<file path="config.mk">
export PLATFORM = sky130hd
export DESIGN_NAME = addsub_seq_ctrl
export DESIGN_NICKNAME = d
export VERILOG_FILES = /design/src/rtl/addsub_seq_pkg.sv /design/src/rtl/addsub_seq_ctrl.sv
export SDC_FILE = /design/constraint.sdc
export NUM_CORES = 1
export LEC_CHECK = 0
export ABC_AREA = 1
export CAP_MARGIN = 10
export CORE_MARGIN = 3
export CORE_UTILIZATION = 40
export CTS_BUF_LIST = sky130_fd_sc_hd__clkbuf_4 sky130_fd_sc_hd__clkbuf_8 sky130_fd_sc_hd__clkbuf_16
export DETAILED_ROUTE_END_ITERATION = 16
export PLACE_DENSITY_LB_ADDON = 0.3
export RECOVER_POWER = 50
export SLEW_MARGIN = 20
export SYNTH_ARGS = -nofsm -noshare
export SYNTH_HDL_FRONTEND = slang
export SYNTH_SLANG_ARGS = --single-unit
export TNS_END_PERCENT = 5
</file>
<file path="constraint.sdc">
create_clock -name clk -period 2.5 [get_ports clk]
set_input_delay 0.25 -clock clk [delete_from_list [all_inputs] [get_ports clk]]
set_output_delay 0.25 -clock clk [all_outputs]
set_load 0.02 [all_outputs]
</file>
<file path="src/rtl/addsub_seq_pkg.sv">
// Shared types and constants for the digit-serial add/subtract sequencer.
package addsub_seq_pkg;

    typedef enum logic [1:0] {
        StIdle,
        StRun,
        StDone
    } seq_state_e;

    localparam int unsigned DIGIT_W = 2;

    // Digit counter width; never narrower than one bit.
    function automatic int unsigned idx_width(input int unsigned ndig);
        return (ndig > 1) ? $clog2(ndig) : 1;
    endfunction

endpackage

</file>
<file path="src/rtl/addsub_seq_ctrl.sv">
// Drives an external 2-bit adder/subtractor slice one digit per clock, LSB first,
// chaining the carry and publishing result, carry out and signed overflow.
module addsub_seq_ctrl
    import addsub_seq_pkg::*;
#(
    parameter int unsigned WIDTH = 8
) (
    input  logic             clk,
    input  logic             reset,
    input  logic             start_i,
    input  logic             sub_i,
    input  logic [WIDTH-1:0] op_a_i,
    input  logic [WIDTH-1:0] op_b_i,
    output logic             busy_o,
    output logic             done_o,
    output logic [WIDTH-1:0] result_o,
    output logic             cout_o,
    output logic             ovf_o,
    output logic [1:0]       slice_a_o,
    output logic [1:0]       slice_b_o,
    output logic             slice_cin_o,
    input  logic [1:0]       slice_sum_i,
    input  logic             slice_cout_i
);

    localparam int unsigned NDIG = WIDTH / DIGIT_W;
    localparam int unsigned IdxW = idx_width(NDIG);

    seq_state_e state_q, state_d;

    logic [WIDTH-1:0]         a_sh_q, a_sh_d;
    logic [WIDTH-1:0]         b_sh_q, b_sh_d;
    // Holds the digits already produced; the current slice_sum is prepended on top.
    logic [WIDTH-DIGIT_W-1:0] acc_q, acc_d;
    logic                     carry_q, carry_d;
    logic [IdxW-1:0]          idx_q, idx_d;
    logic                     a_msb_q, a_msb_d;
    logic                     b_msb_q, b_msb_d;
    logic [WIDTH-1:0]         result_q, result_d;
    logic                     cout_q, cout_d;
    logic                     ovf_q, ovf_d;

    logic [WIDTH-1:0]         b_eff;
    logic [WIDTH-1:0]         acc_full;

    always_comb begin
        state_d     = state_q;
        a_sh_d      = a_sh_q;
        b_sh_d      = b_sh_q;
        acc_d       = acc_q;
        carry_d     = carry_q;
        idx_d       = idx_q;
        a_msb_d     = a_msb_q;
        b_msb_d     = b_msb_q;
        result_d    = result_q;
        cout_d      = cout_q;
        ovf_d       = ovf_q;
        slice_a_o   = '0;
        slice_b_o   = '0;
        slice_cin_o = 1'b0;
        b_eff       = sub_i ? ~op_b_i : op_b_i;
        acc_full    = {slice_sum_i, acc_q};

        unique case (state_q)
            StIdle: begin
                if (start_i) begin
                    a_sh_d  = op_a_i;
                    b_sh_d  = b_eff;
                    carry_d = sub_i;
                    idx_d   = '0;
                    acc_d   = '0;
                    a_msb_d = op_a_i[WIDTH-1];
                    b_msb_d = b_eff[WIDTH-1];
                    state_d = StRun;
                end
            end
            StRun: begin
                slice_a_o   = a_sh_q[1:0];
                slice_b_o   = b_sh_q[1:0];
                slice_cin_o = carry_q;
                a_sh_d      = a_sh_q >> DIGIT_W;
                b_sh_d      = b_sh_q >> DIGIT_W;
                acc_d       = acc_full[WIDTH-1:DIGIT_W];
                carry_d     = slice_cout_i;
                idx_d       = idx_q + IdxW'(1);
                if (idx_q == IdxW'(NDIG - 1)) begin
                    result_d = acc_full;
                    cout_d   = slice_cout_i;
                    ovf_d    = (a_msb_q == b_msb_q) && (slice_sum_i[1] != a_msb_q);
                    state_d  = StDone;
                end
            end
            StDone: begin
                state_d = StIdle;
            end
            default: begin
                state_d = StIdle;
            end
        endcase
    end

    always_ff @(posedge clk) begin
        if (reset) begin
            state_q  <= StIdle;
            a_sh_q   <= '0;
            b_sh_q   <= '0;
            acc_q    <= '0;
            carry_q  <= 1'b0;
            idx_q    <= '0;
            a_msb_q  <= 1'b0;
            b_msb_q  <= 1'b0;
            result_q <= '0;
            cout_q   <= 1'b0;
            ovf_q    <= 1'b0;
        end else begin
            state_q  <= state_d;
            a_sh_q   <= a_sh_d;
            b_sh_q   <= b_sh_d;
            acc_q    <= acc_d;
            carry_q  <= carry_d;
            idx_q    <= idx_d;
            a_msb_q  <= a_msb_d;
            b_msb_q  <= b_msb_d;
            result_q <= result_d;
            cout_q   <= cout_d;
            ovf_q    <= ovf_d;
        end
    end

    assign busy_o   = (state_q == StRun);
    assign done_o   = (state_q == StDone);
    assign result_o = result_q;
    assign cout_o   = cout_q;
    assign ovf_o    = ovf_q;

endmodule

</file>
==> flow_metrics.py <==
metrics = {
    "timing": {
        "period_share_pct": 80.6,
        "worst_pin_slew_ps": 601,
        "skew_ps": 8.58,
        "hold_viol_final": 0,
        "grt_setup_unrepaired": "false",
        "finalCriticalPeriod_ps": 2020,
        "fin_tns_setup_ps": 0,
        "max_freq_mhz": 496,
        "setup_violations": 0,
        "slew_violations": 0,
        "maxSlewHeadroom_pct": 59.9,
    },
    "drt": {
        "drt_pass1_iterations": 4,
        "drc": 0,
        "antenna_left": 0,
        "drt-wirelength-per-cell_um": 11.2,
        "via_per_inst": 4.87,
        "vias": 1703,
        "drt_iter0_markers": 123,
        "wl_mm": 3.94,
    },
    "pwr": {
        "power.leakage_uw": 0.00106,
        "ir_worst_vdd_v": 0.000271,
        "p_per_area_mw_per_mm2": 563,
    },
    "cells_and_area": {
        "seqCellArea_um2": 781,
        "nets": 324,
        "num-fill-cells": 412,
        "fin_cells": 350,
        "drive_gt1_share_pct": 5.00,
        "syn2layout_area_growth_pct": 26.6,
        "diodes": 0,
        "multi_input_area_um2": 805,
    },
    "setup_path": {
        "slowest_stage": "clkdlybuf4s50_1",
        "critical_path.startpoint": "state_q[0]",
        "r2r_end": "result_o[5]",
        "slowest_delay_ps": 620,
        "end_kind": "output port",
        "crit_arrival_ps": 1770,
        "cp.depth": 3,
        "rrSetupSlack_ps": 540,
        "cp-start-kind": "flip-flop",
        "crit_type": "flip-flop to output port",
        "setup.worst_path.end": "slice_b_o[1]",
        "cp_num_buf_inv": 1,
        "timing.rr.start": "state_q[1]",
        "crit_fanout": 14,
        "reg2regPathDepth": 8,
        "required_ps": 2250,
        "crit_chain": "nand2_2 > nor2_1 > clkdlybuf4s50_1",
        "cp_top_family": "buffers and inverters",
    },
    "floorplanning": {
        "die_y_um": 72.7,
        "rows": 23,
        "io_pins": 40,
        "start_util_pct": 43.0,
        "core_area_mm2": 0.00414,
        "die_w_um": 72.7,
        "die_area_mm2": 0.00529,
    },
    "global_route": {
        "grt-ovfl-total": 0,
        "grt_first_pass_wirelength_mm": 7.04,
        "grt_pass1_vias": 1629,
        "grt_usage_pct": 16.9,
        "grt_start_max_net_pins": 25,
        "antenna_found_initial": 0,
    },
    "clocking": {
        "cts_made_buffers": 5,
        "cts_setup_buffers": 0,
        "ctsHoldBuffers": 0,
        "cts-root-buf": "clkbuf_8",
        "cts-resized-gates": 0,
        "clk_pin_slew_ps": 70,
        "cts.sinks": 39,
        "ctsHtreeMaxLevel": 2,
        "clk-insertion-delay-late_ps": 290,
        "cts_buffer_depth": 2,
        "cts_tree": "built",
    },
    "yosys": {
        "synth_area_mm2": 0.00178,
        "synth-simple-area-share_pct": 38.3,
        "yosysWarnings": 0,
        "synth_top_family_by_area": "simple AND/OR/NAND/NOR gates",
        "synth_fp_nets": 286,
        "post_synth.cell_area_avg_um2": 6.80,
        "synth_compound_area_share_pct": 5.62,
        "synth-xor-area-share_pct": 0.984,
        "postSynthCellCount": 262,
        "synth_fa_ha_area_share_pct": 0.703,
        "synthMuxAreaShare_pct": 0,
        "synth-seq-cells": 39,
        "ys_seq_area_share_pct": 43.9,
        "yosys.cell_types.count": 16,
    },
    "flow_run": {
        "maxCapViolCount": 0,
    },
    "placed_design": {
        "place.gp.congestion": 0.750,
        "port-buffer-count": 39,
        "hpwl_mm": 2.77,
        "dp.cells": 343,
    },
    "run_status": {
        "status": "finished clean",
    },
    "min_path": {
        "worstHoldPathType": "flip-flop to flip-flop",
    },
}
-- report_power, final --
| group | leakage, uW | internal [uW] | total, uW | switching [uW] |
|---|---|---|---|---|
| combinational | 0.000696 | 78.5 | 182 | 104 |
| sequential | 0.000318 | 648 | 664 | 16.6 |
| clock | 0.0000470 | 216 | 423 | 207 |
| total | 0.00106 | 942 | 1270 | 327 |
-- kinds of logic after synthesis --
| kind of cell | after synthesis |
|---|---|
| AND/OR/NAND/NOR | 161 |
| buffers and inverters | 39 |
| flip-flops | 39 |
| AO/OA/AOI/OAI | 20 |
| XOR/XNOR | 2 |
| adder cells (fa/ha/maj) | 1 |
-- how the worst min path moves through the flow --
stage | start | endpoint | slack [ps] | cells past startpoint
after CTS | acc_q[4] | result_o[4] | 460 | 2
after global routing | acc_q[4] | result_o[4] | 490 | 2
after floorplan | slice_cout_i | cout_o | 350 | 2
after global placement | idx_q[0] | idx_q[0] | 450 | 1
after detailed placement | acc_q[4] | result_o[4] | 450 | 2
final | acc_q[4] | result_o[4] | 470 | 2
-- through the flow --
| step | setup slack [ps] | area (um^2) | total power, uW | hold WS (ps) | util (%) |
|---|---|---|---|---|---|
| after floorplan | 1180 | 1780 | 799 | 353 | - |
| after global placement | 619 | 2180 | 859 | 455 | 52.5 |
| after detailed placement | 544 | 2180 | 863 | 454 | 52.5 |
| after CTS | 442 | 2260 | 1280 | 464 | 54.6 |
| after global routing | 261 | 2250 | 1340 | 487 | 54.4 |
| final | 485 | 2250 | 1270 | 466 | 54.4 |
-- synth_stat cells --
library cell | n | area share, %
nand2_2 | 2 | 0.70
nor2_1 | 39 | 8.2
dfxtp_1 | 39 | 44
buf_6 | 4 | 2.5
o21ai_0 | 4 | 1.1
clkbuf_1 | 3 | 0.63
inv_1 | 24 | 5.1
buf_2 | 3 | 0.84
inv_2 | 3 | 0.63
nand3_1 | 40 | 11
nand2_1 | 77 | 16
a21oi_1 | 16 | 4.5
ha_1 | 1 | 0.70
xor2_1 | 2 | 0.98
nor2_4 | 3 | 1.9
buf_4 | 2 | 0.84
-- layout by cell type, fill, tap and decap left out, drive strengths merged --
cell           synthesis  final
a21oi                 16     16
buf                    9      3
clkbuf                 3      7
clkdlybuf4s50          0     28
clkinv                 0      1
dfxtp                 39     39
dlygate4sd3            0     11
ha                     1      1
inv                   27     27
nand2                 79     79
nand3                 40     40
nor2                  42     42
o21ai                  4      4
xor2                   2      2
-- state kept, by name (all words and copies together) (netlist names) --
register and flops:
a_sh_q 8, a_msb_q 1, ovf_o 1, result_o 8, cout_o 1, carry_q 1, idx_q 2, acc_q 6
b_msb_q 1, b_sh_q 8, state_q 2
-- cell type report --
cell class	instances	area share, %
multi-input cells	184	35.7
flip-flops and latches	39	34.6
repair buffers	43	18.5
inverters	27	4.50
clock buffers	6	3.66
well taps	50	2.78
clock inverters	1	0.222
-- worst min-delay path, stage by stage, from the launching register on --
cell,delay (ps)
dfxtp_1,320
nand2_1,60
nand2_1,40
-- per-layer routing --
metal	track usage [%]	vias to the layer above	part of all wire, %
met5	0	-	0
met4	6.97	0	2.0
met3	3.86	9	6.6
met2	26.7	49	45
met1	22.2	758	47
li1	-	887	-
(Power assumes the default switching activity.)
